`src/rtl/sequencer_pkg.sv`:
```
// ----------------------------------------------------------------------------
// sequencer_pkg : state and opcode definitions for multicycle_sequencer
// Revision 1.0
// ----------------------------------------------------------------------------
`default_nettype none

package sequencer_pkg;

  typedef enum logic [2:0] {
    S_START     = 3'd0,
    S_FETCH     = 3'd1,
    S_DECODE    = 3'd2,
    S_EXECUTE   = 3'd3,
    S_MEMORY    = 3'd4,
    S_WRITEBACK = 3'd5,
    S_HALT      = 3'd6
  } seq_state_t;

  localparam logic [6:0] OP_R      = 7'b0110011;
  localparam logic [6:0] OP_I      = 7'b0010011;
  localparam logic [6:0] OP_LOAD   = 7'b0000011;
  localparam logic [6:0] OP_STORE  = 7'b0100011;
  localparam logic [6:0] OP_BRANCH = 7'b1100011;
  localparam logic [6:0] OP_JAL    = 7'b1101111;
  localparam logic [6:0] OP_JALR   = 7'b1100111;
  localparam logic [6:0] OP_LUI    = 7'b0110111;
  localparam logic [6:0] OP_AUIPC  = 7'b0010111;
  localparam logic [6:0] OP_SYSTEM = 7'b1110011;

  // SYSTEM is deliberately absent: it halts cleanly rather than as illegal.
  function automatic logic is_exec_op(input logic [6:0] op);
    case (op)
      OP_R, OP_I, OP_LOAD, OP_STORE, OP_BRANCH,
      OP_JAL, OP_JALR, OP_LUI, OP_AUIPC: is_exec_op = 1'b1;
      default:                           is_exec_op = 1'b0;
    endcase
  endfunction

endpackage

`default_nettype wire

```
`src/rtl/wait_timer.sv`:
```
// ----------------------------------------------------------------------------
// wait_timer : counts stalled memory cycles, flags expiry on the LIMIT-th one
// Revision 1.0
// ----------------------------------------------------------------------------
`default_nettype none

module wait_timer #(
  parameter int LIMIT = 15
) (
  input  logic clk,
  input  logic rst_n,
  input  logic clear,
  input  logic inc,
  output logic expired
);

  localparam int W = $clog2(LIMIT + 1);
  localparam logic [W-1:0] LAST = W'(LIMIT - 1);

  logic [W-1:0] count;

  always_ff @(posedge clk or negedge rst_n) begin
    if (!rst_n) begin
      count <= '0;
    end else if (clear) begin
      count <= '0;
    end else if (inc) begin
      count <= count + 1'b1;
    end
  end

  // Expires on the cycle that would bring the count to LIMIT.
  assign expired = inc && (count == LAST);

endmodule

`default_nettype wire

```
`src/rtl/multicycle_sequencer.sv`:
```
// ----------------------------------------------------------------------------
// multicycle_sequencer : FETCH/DECODE/EXECUTE/MEMORY/WRITEBACK control FSM
// Revision 1.0
// ----------------------------------------------------------------------------
`default_nettype none

module multicycle_sequencer
  import sequencer_pkg::*;
#(
  parameter int DATA_WIDTH  = 32,
  parameter int MEM_TIMEOUT = 15
) (
  input  logic                  clk,
  input  logic                  rst_n,
  input  logic [DATA_WIDTH-1:0] instr,
  input  logic                  RegWrite,
  input  logic                  MemWrite,
  input  logic                  mem_ready,
  output logic                  mem_req,
  output logic                  mem_we,
  output logic                  addr_sel,
  output logic                  ir_load,
  output logic                  pc_en,
  output logic                  reg_we,
  output logic                  halted,
  output logic                  illegal,
  output logic                  bus_error,
  output logic [DATA_WIDTH-1:0] instret
);

  seq_state_t state, state_next;
  logic [6:0] opcode;
  logic       waiting;
  logic       expired;
  logic       set_illegal;
  logic       set_bus_error;
  logic       unused_instr_bits;

  assign opcode            = instr[6:0];
  assign unused_instr_bits = ^instr[DATA_WIDTH-1:7];
  assign waiting           = (state == S_FETCH) || (state == S_MEMORY);

  // Cleared on any completion or outside the memory states, so each
  // FETCH/MEMORY visit starts counting from zero.
  wait_timer #(.LIMIT(MEM_TIMEOUT)) u_wait_timer (
    .clk     (clk),
    .rst_n   (rst_n),
    .clear   (!waiting || mem_ready),
    .inc     (waiting && !mem_ready),
    .expired (expired)
  );

  always_ff @(posedge clk or negedge rst_n) begin
    if (!rst_n) begin
      state     <= S_START;
      illegal   <= 1'b0;
      bus_error <= 1'b0;
      instret   <= '0;
    end else begin
      state <= state_next;
      if (set_illegal)   illegal   <= 1'b1;
      if (set_bus_error) bus_error <= 1'b1;
      if (pc_en)         instret   <= instret + 1'b1;
    end
  end

  always_comb begin
    state_next    = state;
    mem_req       = 1'b0;
    mem_we        = 1'b0;
    addr_sel      = 1'b0;
    ir_load       = 1'b0;
    pc_en         = 1'b0;
    reg_we        = 1'b0;
    halted        = 1'b0;
    set_illegal   = 1'b0;
    set_bus_error = 1'b0;
    case (state)
      S_START: state_next = S_FETCH;
      S_FETCH: begin
        mem_req = 1'b1;
        if (mem_ready) begin
          ir_load    = 1'b1;
          state_next = S_DECODE;
        end else if (expired) begin
          set_bus_error = 1'b1;
          state_next    = S_HALT;
        end
      end
      S_DECODE: begin
        if (opcode == OP_SYSTEM) begin
          state_next = S_HALT;
        end else if (!is_exec_op(opcode)) begin
          set_illegal = 1'b1;
          state_next  = S_HALT;
        end else begin
          state_next = S_EXECUTE;
        end
      end
      S_EXECUTE: begin
        if (opcode == OP_LOAD || opcode == OP_STORE) begin
          state_next = S_MEMORY;
        end else if (opcode == OP_BRANCH) begin
          pc_en      = 1'b1;
          state_next = S_FETCH;
        end else begin
          state_next = S_WRITEBACK;
        end
      end
      S_MEMORY: begin
        mem_req  = 1'b1;
        addr_sel = 1'b1;
        mem_we   = MemWrite;
        if (mem_ready) begin
          if (opcode == OP_STORE) begin
            pc_en      = 1'b1;
            state_next = S_FETCH;
          end else begin
            state_next = S_WRITEBACK;
          end
        end else if (expired) begin
          set_bus_error = 1'b1;
          state_next    = S_HALT;
        end
      end
      S_WRITEBACK: begin
        reg_we     = RegWrite;
        pc_en      = 1'b1;
        state_next = S_FETCH;
      end
      S_HALT:  halted     = 1'b1;
      default: state_next = S_START;
    endcase
  end

endmodule

`default_nettype wire

```
`config.mk`:
```
export PLATFORM = sky130hd
export DESIGN_NAME = multicycle_sequencer
export DESIGN_NICKNAME = d
export VERILOG_FILES = /design/src/rtl/sequencer_pkg.sv /design/src/rtl/wait_timer.sv /design/src/rtl/multicycle_sequencer.sv
export SDC_FILE = /design/constraint.sdc
export NUM_CORES = 1
export LEC_CHECK = 0
export CORE_UTILIZATION = 35
export CTS_BUF_LIST = sky130_fd_sc_hd__clkbuf_8
export DETAILED_ROUTE_END_ITERATION = 12
export GPL_TIMING_DRIVEN = 1
export PLACE_DENSITY = 0.64
export SLEW_MARGIN = 20
export SYNTH_ARGS = -nofsm -noshare
export SYNTH_HDL_FRONTEND = slang
export SYNTH_SLANG_ARGS = --single-unit
```
`constraint.sdc`:
```
create_clock -name clk -period 2.3 [get_ports clk]
set_clock_uncertainty 0.15 [all_clocks]
set_input_delay 0.575 -clock clk [delete_from_list [all_inputs] [get_ports clk]]
set_output_delay 0.575 -clock clk [all_outputs]
set_load 0.02 [all_outputs]
```
==> out/qor.log, run 1 <==
INFO  placement      place_hpwl=3.30mm
INFO  grt            wire_length_of_the_first_global_routing_pass=7.39mm
INFO  flow_run       maxCapViolCount=0
INFO  power          static-leakage-power=1.20nW
INFO  worst_setup_path end_kind=primary output
INFO  grt            first_global_vias=1634
INFO  finish         drive_gt1_share=14.6%
INFO  logic_synthesis yosysMostFrequentCell=sky130_fd_sc_hd__dfrtp_1
INFO  logic_synthesis synthesis.instances=207
INFO  power          vdd_ir_drop_max=0.350mV
INFO  logic_synthesis post_synth_instance_area=2090µm²
INFO  worst_setup_path setup_cp_type=input port to primary output
INFO  worst_setup_path worstSetupStartpointType=input port
INFO  finish         antenna-diode-count=0
INFO  logic_synthesis ys_seq_elements=41
INFO  logic_synthesis synth_cell_types=39
INFO  clock_tree     cts_tree=done
INFO  run_status     failed_checks=setup timing
INFO  route          dr_total_vias=1778
INFO  placement      dpl_cell_area=2810µm²
INFO  grt            grt_use_met1=20.2%
INFO  finish         final_util=50.9%
INFO  placement      gp_congestion=0.797
INFO  finish         final_cells=352
INFO  logic_synthesis synth-async-reset-ratio=100%
INFO  timing         maxSlewViolCount=0
INFO  route          wirelength=4.58mm
INFO  worst_hold_path hold_class=input port to asynchronous set/reset pin
INFO  finish         stdcell_area=2870µm²
INFO  placement      dp_cells=345
INFO  die            start_util=37.1%
INFO  finish         syn_to_final_growth=37.3%
INFO  logic_synthesis largest_cells_by_area_after_synthesis=sky130_fd_sc_hd__dfrtp_1 49%, sky130_fd_sc_hd__xnor2_1 9.6%, sky130_fd_sc_hd__nand4_1 4.5%
INFO  clock_tree     cts_hold_bufs=0
INFO  timing         worstMarginPinSlew=0.503ns
INFO  logic_synthesis synth_sequential_area_ratio=49.0%
INFO  run_status     status=finished with violations
INFO  grt            antenna_found_initial=0
INFO  clock_tree     cts.sink_count=41
INFO  worst_setup_path required_time_of_the_worst_setup_path=1.57ns
INFO  timing         fmaxAchievable=411MHz
INFO  clock_tree     clk_pin_slew=0.07ns
INFO  die            fp.dieH=79.3µm
INFO  route          first_iter_violations=74
INFO  route          detailedRoute.firstPassIterationCount=4
INFO  grt            global_route.usage.met2=23.3%
INFO  logic_synthesis ys.flop_type=sky130_fd_sc_hd__dfrtp_1
INFO  logic_synthesis synth_enable_flop_cells=0
INFO  grt            grtUsageMet3=4.83%
INFO  finish         num-nets-final=320
INFO  route          route.detailed.vias_per_inst=5.05
INFO  timing         post-route-min-period=2.43ns
INFO  clock_tree     max-clock-path-buffers=2
INFO  logic_synthesis synth_common_cells=41 x sky130_fd_sc_hd__dfrtp_1, 23 x sky130_fd_sc_hd__nand2_1, 23 x sky130_fd_sc_hd__xnor2_1, 18 x sky130_fd_sc_hd__nor2_1, 15 x sky130_fd_sc_hd__nand4_1
INFO  timing         tns=-0.135ns
INFO  die            pin_count=78
INFO  logic_synthesis syn_nets=247
INFO  placement      port_buffers=52
INFO  route          drt_drc=0
INFO  route          antenna_left=0
INFO  worst_setup_path critical_path.max_fanout=4
INFO  clock_tree     cts-root-buf=sky130_fd_sc_hd__clkbuf_8
INFO  route          wl_per_cell=13.0µm
INFO  die            die_width=79.3µm
INFO  power          power_density=773nW/µm²
INFO  grt            globalRoute.totalOverflow=0
INFO  logic_synthesis synthDominantAreaCellType=sky130_fd_sc_hd__dfrtp_1
INFO  grt            track_usage=15.2%
INFO  timing         max_slew_margin=66.5%
INFO  timing         setup_viol_count_final=1
INFO  clock_tree     post-cts-setup-buffers=0
INFO  worst_setup_path wp_data_arrival=1.71ns
INFO  logic_synthesis post_synth.cell_area_avg=10.1µm²
INFO  die            row_count=27
INFO  clock_tree     htreeDepth=2
INFO  power          power.total=0.00222W
INFO  logic_synthesis synth_top_area_share=49.0%
INFO  clock_tree     worst_skew_pair.late_latency=0.29ns
INFO  grt            busiest_layer=met2
INFO  logic_synthesis synth.yosys.warnings=0
INFO  grt            grt_max_degree=42
INFO  timing         setup_repair_after_global_routing_missed_its_margin=yes
INFO  timing         timing.final.hold_violations=0
INFO  timing         period_share=106%
INFO  timing         fin_ws=-0.135ns
INFO  die            die_area=6290µm²
INFO  worst_setup_path ff2ff_path_depth=6
INFO  die            core_region_area=5640µm²
INFO  clock_tree     tritoncts.num_buffers=5
critical path, stage by stage:
cell and delay, ns:
sky130_fd_sc_hd__buf_6 0.10, sky130_fd_sc_hd__nand4bb_4 0.23, sky130_fd_sc_hd__or3_4 0.35, sky130_fd_sc_hd__o22a_1 0.25
sky130_fd_sc_hd__inv_2 0.09, sky130_fd_sc_hd__buf_6 0.11
final cells by class:
type	count	area (µm²)
fillers	534	2770
flip-flops and latches	41	1030
multi-input cells	156	1020
repair buffers	71	627
well taps	72	90.1
clock buffers	6	82.6
inverters	5	18.8
clock inverters	1	3.75
where the power goes:
part | total, W | switching, W | internal (W) | leakage (nW)
clock network | 0.000457 | 0.000223 | 0.000233 | 0.0485
registers | 0.000920 | 0.000105 | 0.000815 | 0.515
logic | 0.000845 | 0.000470 | 0.000375 | 0.637
total | 0.00222 | 0.000798 | 0.00142 | 1.20
cells in the final DEF (no fill, tap or decap), types with 3 or more instances in the layout:
cell / netlist / layout
sky130_fd_sc_hd__dfrtp_1: 41 / 41
sky130_fd_sc_hd__clkdlybuf4s50_1: 0 / 36
sky130_fd_sc_hd__nand2_1: 23 / 23
sky130_fd_sc_hd__xnor2_1: 23 / 23
sky130_fd_sc_hd__buf_4: 2 / 19
sky130_fd_sc_hd__nor2_1: 18 / 18
sky130_fd_sc_hd__nand4_1: 15 / 15
sky130_fd_sc_hd__nand3_1: 14 / 14
sky130_fd_sc_hd__xor2_1: 10 / 10
sky130_fd_sc_hd__and3_1: 9 / 9
sky130_fd_sc_hd__nor3_1: 8 / 8
sky130_fd_sc_hd__dlygate4sd2_1: 0 / 7
sky130_fd_sc_hd__clkbuf_8: 0 / 6
sky130_fd_sc_hd__inv_1: 5 / 5
sky130_fd_sc_hd__nand2b_1: 4 / 4
sky130_fd_sc_hd__buf_2: 0 / 4
sky130_fd_sc_hd__ha_1: 3 / 3
state kept, by name, summed over array words and instances (netlist names):
| signal | flops |
|---|---|
| bus_error | 1 |
| illegal | 1 |
| instret | 32 |
| state | 3 |
| u_wait_timer.count | 4 |
per-layer routing:
| layer | routed length (µm) | vias up |
|---|---|---|
| li1 | - | 867 |
| met1 | 2170 | 835 |
| met2 | 2060 | 68 |
| met3 | 306 | 8 |
| met4 | 45 | 0 |
| met5 | 0 | - |
final timing paths:
check	start	end	slack (ns)
worst max register to register	instret[0]	instret[18]	0.40
max in group asynchronous	rst_n	bus_error	1.46
worst min-delay path	rst_n	instret[22]	0.19
worst min register to register	illegal	illegal	0.32
worst max-delay path	instr[2]	pc_en	-0.13
min in group clk	illegal	illegal	0.32
cell families after synthesis:
group                      after synthesis  share of synthesized area (%)
xor gates and xnor gates                33                           13.8
and+or+nand+nor                        105                           27.5
buffers and inverters                   10                           2.51
DFF                                     41                           49.0
AOI/OAI and AO/OA                       15                           5.32
adders and majority gates                3                           1.79
timing repair:
item / in CTS / in global routing
pin swaps: 3 / 1
resized for setup: 33 / 7
setup endpoints to repair: 37 / 2
endpoints found under the hold margin: 0 / 0
through the flow:
stage / setup WS [ns] / hold WS [ns]
6_report: -0.135 / 0.186
5_1_grt: -0.175 / 0.221
4_1_cts: -0.157 / 0.206
3_5_place_dp: -0.978 / 0.309
3_3_place_gp: -0.970 / 0.299
2_1_floorplan: -0.0560 / 0.129
No activity file was read; power rests on OpenSTA's default activity.
==> inputs of run 2 (changes only) <==
Settings changed: ABC_AREA set to 1, PLACE_DENSITY 0.64 to 0.6.
==> run 2 against run 1 <==
  * The run now ends clean
  * Maximum frequency increased by 7.3%
  * Hold slack got worse by 0.097 ns
  * Largest power group unchanged
  * Synthesized area increased by 35%
  * Critical path depth unchanged
  * Sequential share of layout area decreased by 7.7 points
  * Flip-flop and latch count unchanged
  * Non-clock buffer count unchanged
==> out/qor.log, run 2 <==
INFO  run_status     status=finished, final reports clean
INFO  clock_tree     clk_pin_slew=0.08ns
INFO  worst_setup_path critical-path-top-delay-family=buffers and inverters
INFO  finish         mostFrequentLayoutCell=sky130_fd_sc_hd__nand2_1
INFO  clock_tree     cts_tree=done
INFO  worst_setup_path critical_path.max_fanout=2
INFO  power          switchingPower=0.000830W
INFO  worst_setup_path crit-reg2reg-capture=instret[30]
INFO  timing         maxSlewViolCount=0
INFO  timing         period_share=98.7%
INFO  clock_tree     cts-root-buf=sky130_fd_sc_hd__clkbuf_8
INFO  route          antenna_left=0
INFO  worst_setup_path required_time_of_the_worst_setup_path=1.57ns
INFO  finish         drive_gt1_share=9.45%
INFO  placement      placement.setup.worst_slack=-0.636ns
INFO  power          clock_power_share=22.1%
INFO  power          static-leakage-power=1.80nW
INFO  timing         tns=0ns
INFO  power          power_density=593nW/µm²
INFO  grt            first_global_vias=2768
INFO  grt            track_usage=18.9%
INFO  logic_synthesis synthesis.instances=439
INFO  worst_setup_path regToRegSetupSlack=0.40ns
INFO  logic_synthesis synth_common_cells=188 x sky130_fd_sc_hd__nand2_1, 64 x sky130_fd_sc_hd__nor2_1, 57 x sky130_fd_sc_hd__nand3_1, 41 x sky130_fd_sc_hd__dfrtp_1, 37 x sky130_fd_sc_hd__inv_1
INFO  logic_synthesis synth_enable_flop_cells=0
INFO  route          first_iter_violations=94
INFO  clock_tree     cts.sink_count=41
INFO  grt            grt_max_degree=33
INFO  timing         timing.final.hold_violations=0
INFO  finish         final_cell_mix=187 x sky130_fd_sc_hd__nand2_1, 62 x sky130_fd_sc_hd__nor2_1, 57 x sky130_fd_sc_hd__nand3_1, 41 x sky130_fd_sc_hd__dfrtp_1
INFO  logic_synthesis post_synth_instance_area=2820µm²
INFO  logic_synthesis synth.yosys.warnings=0
INFO  grt            wire_length_of_the_first_global_routing_pass=12.8mm
INFO  timing         post-route-min-period=2.27ns
INFO  power          sw_frac_of_total=38.3%
INFO  logic_synthesis syn_nets=479
INFO  power          internal_power=0.00134W
INFO  logic_synthesis largest_cells_by_area_after_synthesis=sky130_fd_sc_hd__dfrtp_1 36%, sky130_fd_sc_hd__nand2_1 25%, sky130_fd_sc_hd__nand3_1 10%
INFO  worst_setup_path worst_r2r_startpoint=instret[1]
INFO  timing         fin_hold_ws=0.0882ns
INFO  die            core_region_area=7770µm²
INFO  flow_run       maxCapViolCount=0
INFO  placement      port_buffers=52
INFO  route          route.detailed.vias_per_inst=4.80
INFO  die            die_width=91.8µm
INFO  power          vdd_ir_drop_max=0.445mV
INFO  route          wl_per_cell=12.3µm
INFO  clock_tree     tritoncts.num_buffers=5
INFO  route          detailedRoute.firstPassIterationCount=5
INFO  worst_setup_path crit_path_cell_trace=clkdlybuf4s50_1, nand2_1, inv_2, nand4_4, nand2_4, buf_6
INFO  logic_synthesis synth_sequential_area_ratio=36.4%
INFO  timing         setup_viol_count_final=0
INFO  logic_synthesis ys_seq_elements=41
INFO  power          seq_power_share=39.9%
INFO  route          drt_drc=0
INFO  worst_setup_path worstSetupStartpointType=input port
INFO  finish         antenna-diode-count=0
INFO  logic_synthesis post_synth.cell_area_avg=6.43µm²
INFO  logic_synthesis ys.flop_type=sky130_fd_sc_hd__dfrtp_1
INFO  finish         num-nets-final=548
INFO  route          dr_total_vias=2928
INFO  placement      dpl_cell_area=3530µm²
INFO  grt            antenna_found_initial=0
INFO  clock_tree     worst_skew_pair.late_latency=0.29ns
INFO  worst_setup_path ff2ff_path_depth=10
INFO  clock_tree     max-clock-path-buffers=2
INFO  logic_synthesis synth-async-reset-ratio=100%
INFO  route          wirelength=7.52mm
INFO  placement      gp_congestion=0.937
INFO  logic_synthesis synth_top_area_share=36.4%
INFO  finish         layout.filler_cells=826
INFO  power          combinationalPowerShare=37.9%
INFO  timing         max_slew_margin=66.9%
INFO  die            start_util=36.3%
INFO  worst_setup_path wp_data_arrival=1.54ns
INFO  worst_setup_path cp.buffers_inverters=3
INFO  die            die_area=8420µm²
INFO  logic_synthesis yosysMostFrequentCell=sky130_fd_sc_hd__nand2_1
INFO  placement      place_hpwl=5.62mm
INFO  timing         worstMarginPinSlew=0.496ns
INFO  timing         fmaxAchievable=441MHz
INFO  finish         largest-register=instret
INFO  logic_synthesis synthDominantAreaCellType=sky130_fd_sc_hd__dfrtp_1
INFO  die            row_count=32
INFO  clock_tree     htreeDepth=2
INFO  worst_setup_path max_stage_delay=0.49ns
INFO  logic_synthesis synth_cell_types=23
INFO  finish         max_ffs_per_register=32
INFO  grt            globalRoute.totalOverflow=0
INFO  worst_setup_path end_kind=primary output
INFO  worst_hold_path hold_class=input port to asynchronous set/reset pin
INFO  die            fp.dieH=91.8µm
INFO  timing         fin_ws=0.0306ns
INFO  worst_setup_path setup_cp_type=input port to primary output
INFO  worst_setup_path worst_path_max_delay_cell=sky130_fd_sc_hd__clkdlybuf4s50_1
INFO  finish         layout_top_registers=instret x32, u_wait_timer.count x4, state x3
INFO  die            pin_count=78
INFO  finish         syn_to_final_growth=29.7%
INFO  finish         stdcell_area=3660µm²
==> run 2: stage by stage <==
stage               util (%)  power [W]  instances
floorplan                  -    0.00137        439
global placement        45.5    0.00170        600
detailed placement      45.5    0.00171        600
CTS                     46.6    0.00217        608
global route            47.1    0.00232        610
finish                  47.1    0.00217        610
==> run 2: worst max path at each step <==
stage | to | slack, ns | from | cells past startpoint
global route | pc_en | -0.01 | mem_ready | 6
floorplan | pc_en | 0.23 | instr[1] | 7
detailed placement | pc_en | -0.64 | instr[0] | 8
global placement | pc_en | -0.62 | instr[1] | 8
finish | pc_en | 0.03 | mem_ready | 6
CTS | pc_en | -0.21 | instr[0] | 8
==> run 2: kinds of logic after synthesis <==
group / share of synthesized area (%)
flops: 36.4
compound gates: 0.887
xor+xnor: 5.28
buf+inv: 7.45
simple gates: 48.7
fa+ha+maj: 1.33
==> run 2: layer usage <==
metal / up-vias / wire length [µm] / GRT usage [%]
li1: 1500 / - / -
met5: - / 0 / 0
met4: 0 / 227 / 7.16
met3: 19 / 411 / 3.98
met1: 1311 / 3320 / 23.3
met2: 98 / 3560 / 32.2
==> run 2: final cells by class <==
| class | count | area, µm² | share of cell area [%] |
|---|---|---|---|
| Clock buffer | 6 | 82.6 | 2.26 |
| Clock inverter | 1 | 3.75 | 0.103 |
| Inverter | 39 | 146 | 4.00 |
| Multi-Input combinational cell | 350 | 1600 | 43.7 |
| Sequential cell | 41 | 1030 | 28.0 |
| Tap cell | 102 | 128 | 3.49 |
| Timing Repair Buffer | 71 | 674 | 18.4 |
==> run 2: repair_timing <==
item,4_1_cts,5_1_grt
pin swaps,1,4
buffers inserted,1,2
hold buffers,0,0
hold endpoints to repair,0,0
gates resized for setup,15,18
endpoints found under the setup margin,7,5
==> run 2: power groups by stage <==
stage / registers, W / logic [W] / clock network (W)
finish: 0.000866 / 0.000823 / 0.000480
global route: 0.000884 / 0.000902 / 0.000534
CTS: 0.000866 / 0.000810 / 0.000494
detailed placement: 0.000879 / 0.000830 / 0
global placement: 0.000879 / 0.000822 / 0
floorplan: 0.000917 / 0.000457 / 0
==> inputs of run 3 (changes only) <==
Settings changed: GPL_TIMING_DRIVEN 1 to 0, MAX_ROUTING_LAYER set to met4.
==> run 3 against run 2 <==
  * Final area is 0.89% higher
  * Setup slack better by 0.049 ns
  * Global-route usage hardly changed
  * Die area stayed put
  * Total power is 1.1% lower
  * Critical path depth is 2 lower
  * Final cell count is 0.98% higher
  * Via count is 0.85% lower
  * Hold slack worse by 0.017 ns
  * Non-clock buffer count is 6 higher
==> out/qor.log, run 3 (synthesis results as in run 2) <==
INFO  timing         fin_ws=0.0796ns
INFO  worst_setup_path ff2ff_path_depth=10
INFO  placement      gp_congestion=0.897
INFO  worst_setup_path critPathCapture=reg_we
INFO  worst_setup_path worstSetupStartpointType=input port
INFO  timing         max_slew_margin=70.2%
INFO  grt            wire_length_of_the_first_global_routing_pass=12.3mm
INFO  finish         final_cells=616
INFO  power          static-leakage-power=1.79nW
INFO  die            core_region_area=7770µm²
INFO  worst_setup_path wp_data_arrival=1.50ns
INFO  grt            track_usage=18.9%
INFO  worst_setup_path crit_start=RegWrite
INFO  route          wirelength=7.63mm
INFO  power          vdd_ir_drop_max=0.446mV
INFO  worst_setup_path critical-path-top-delay-family=buffers and inverters
INFO  finish         layout.filler_cells=818
INFO  worst_setup_path cp.buffers_inverters=3
INFO  finish         max_ffs_per_register=32
INFO  finish         largest-register=instret
INFO  timing         fmaxAchievable=450MHz
INFO  finish         drive_gt1_share=11.3%
INFO  placement      place_hpwl=5.90mm
INFO  finish         regArea=1030µm²
INFO  power          power_density=581nW/µm²
INFO  worst_setup_path worst_path_max_delay_cell=sky130_fd_sc_hd__clkdlybuf4s50_1
INFO  route          first_iter_violations=106
INFO  placement      placement.setup.worst_slack=-0.974ns
INFO  placement      dp_cells=594
INFO  worst_setup_path end_kind=primary output
INFO  route          dr_total_vias=2903
INFO  clock_tree     worst_skew_pair.late_latency=0.29ns
INFO  route          detailedRoute.firstPassIterationCount=5
INFO  worst_setup_path path_depth=4
INFO  worst_setup_path max_stage_delay=0.45ns
INFO  timing         post-route-min-period=2.22ns
INFO  worst_setup_path worst_r2r_startpoint=instret[0]
INFO  flow_run       maxCapViolCount=0
INFO  clock_tree     htreeDepth=2
INFO  clock_tree     max-clock-path-buffers=2
INFO  finish         layout_top_registers=instret x32, u_wait_timer.count x4, state x3
INFO  finish         antenna-diode-count=0
INFO  finish         final_cell_mix=186 x sky130_fd_sc_hd__nand2_1, 62 x sky130_fd_sc_hd__nor2_1, 57 x sky130_fd_sc_hd__nand3_1, 40 x sky130_fd_sc_hd__dfrtp_1, 37 x sky130_fd_sc_hd__inv_1
INFO  route          route.detailed.vias_per_inst=4.71
INFO  finish         multi_input_logic_area=1610µm²
INFO  die            pin_count=78
INFO  worst_setup_path required_time_of_the_worst_setup_path=1.57ns
INFO  timing         setup_repair_after_global_routing_missed_its_margin=no
INFO  timing         timing.final.hold_violations=0
INFO  grt            antenna_found_initial=0
INFO  die            start_util=36.3%
INFO  route          drt_drc=0
INFO  grt            globalRoute.totalOverflow=0
INFO  worst_setup_path setup_cp_type=input port to primary output
INFO  timing         setup_viol_count_final=0
INFO  worst_setup_path critical_path.max_fanout=1
INFO  worst_hold_path hold_class=input port to asynchronous set/reset pin
INFO  finish         num-nets-final=554
INFO  clock_tree     cts-root-buf=sky130_fd_sc_hd__clkbuf_8
INFO  run_status     status=finished, final reports clean
INFO  clock_tree     cts.sink_count=41
INFO  timing         worstMarginPinSlew=0.447ns
INFO  clock_tree     cts_tree=done
INFO  die            fp.dieH=91.8µm
INFO  die            row_count=32
INFO  worst_setup_path crit-reg2reg-capture=instret[30]
INFO  timing         period_share=96.5%
INFO  route          antenna_left=0
INFO  route          wl_per_cell=12.4µm
INFO  timing         maxSlewViolCount=0
INFO  grt            grt_max_degree=24
INFO  worst_setup_path crit_path_cell_trace=clkdlybuf4s50_1, inv_1, nor2_1, dlygate4sd2_1
INFO  clock_tree     clk_pin_slew=0.07ns
INFO  clock_tree     tritoncts.num_buffers=5
INFO  grt            first_global_vias=2731
INFO  die            die_area=8420µm²
INFO  finish         mostFrequentLayoutCell=sky130_fd_sc_hd__nand2_1
INFO  die            die_width=91.8µm
INFO  timing         fin_hold_ws=0.0717ns
INFO  placement      port_buffers=52
INFO  worst_setup_path regToRegSetupSlack=0.34ns
INFO  finish         syn_to_final_growth=30.8%
[run 3: cell count changes in the layout (fill, tap and decap cells not counted), sizes merged]
cell / previous run / this run
dlymetal6s2s: 7 / 4
buf: 22 / 28
clkdlybuf4s50: 37 / 36
dlygate4sd2: 2 / 4
clkbuf: 8 / 10
[run 3: layout make-up]
cell class | count | area share, %
plain buffers | 8 | 1.42
multi-input cells | 350 | 43.7
repair buffers | 69 | 17.3
flip-flops and latches | 41 | 27.8
clock inverters | 1 | 0.102
well taps | 102 | 3.46
inverters | 39 | 3.97
clock buffers | 6 | 2.24
[run 3: how the worst min path moves through the flow]
stage                   start          end  slack (ns)  cells after the start
detailed placement  bus_error    bus_error        0.31                      2
CTS                     rst_n  instret[18]        0.08                      1
finish                  rst_n  instret[18]        0.07                      1
floorplan               rst_n    bus_error        0.13                      0
global placement    bus_error    bus_error        0.30                      2
global route            rst_n  instret[18]        0.10                      1
[run 3: per-layer routing]
metal  GRT usage, %  wire (µm)
met1           22.4       3400
met2           32.1       3610
met3           3.65        404
met4           6.77        214
met5              -          0
[run 3: worst register-to-register path, cell delays in order, from the launching register on]
cell and delay (ns):
sky130_fd_sc_hd__dfrtp_1 0.47, sky130_fd_sc_hd__ha_1 0.31, sky130_fd_sc_hd__inv_1 0.10, sky130_fd_sc_hd__nor2_2 0.20, sky130_fd_sc_hd__nand2_2 0.11, sky130_fd_sc_hd__nor2_2 0.23, sky130_fd_sc_hd__nand2_1 0.08, sky130_fd_sc_hd__nand2_1 0.06
sky130_fd_sc_hd__nand2_1 0.04, sky130_fd_sc_hd__nand2_1 0.05, sky130_fd_sc_hd__nand2_1 0.04
[run 3: timing repair]
action / in CTS / in global routing
hold buffers: 0 / 0
gates cloned: 0 / 0
setup buffers: 12 / 4
pin swaps: 4 / 10
endpoints found under the setup margin: 7 / 5
gates resized for setup: 22 / 18
[run 3: where the power goes]
part,internal [W],switching (W)
clock network,0.000234,0.000242
logic,0.000301,0.000479
registers,0.000790,0.0000993
[run 3: metrics by stage]
stage	cell area [µm²]	TNS (ns)	utilization (%)	total power [W]
2_1_floorplan	2820	0	-	0.00137
3_3_place_gp	3470	-25.75	44.7	0.00166
3_5_place_dp	3480	-1.74	44.9	0.00167
4_1_cts	3650	-0.203	47.0	0.00216
5_1_grt	3690	0	47.5	0.00229
6_report	3690	0	47.5	0.00214
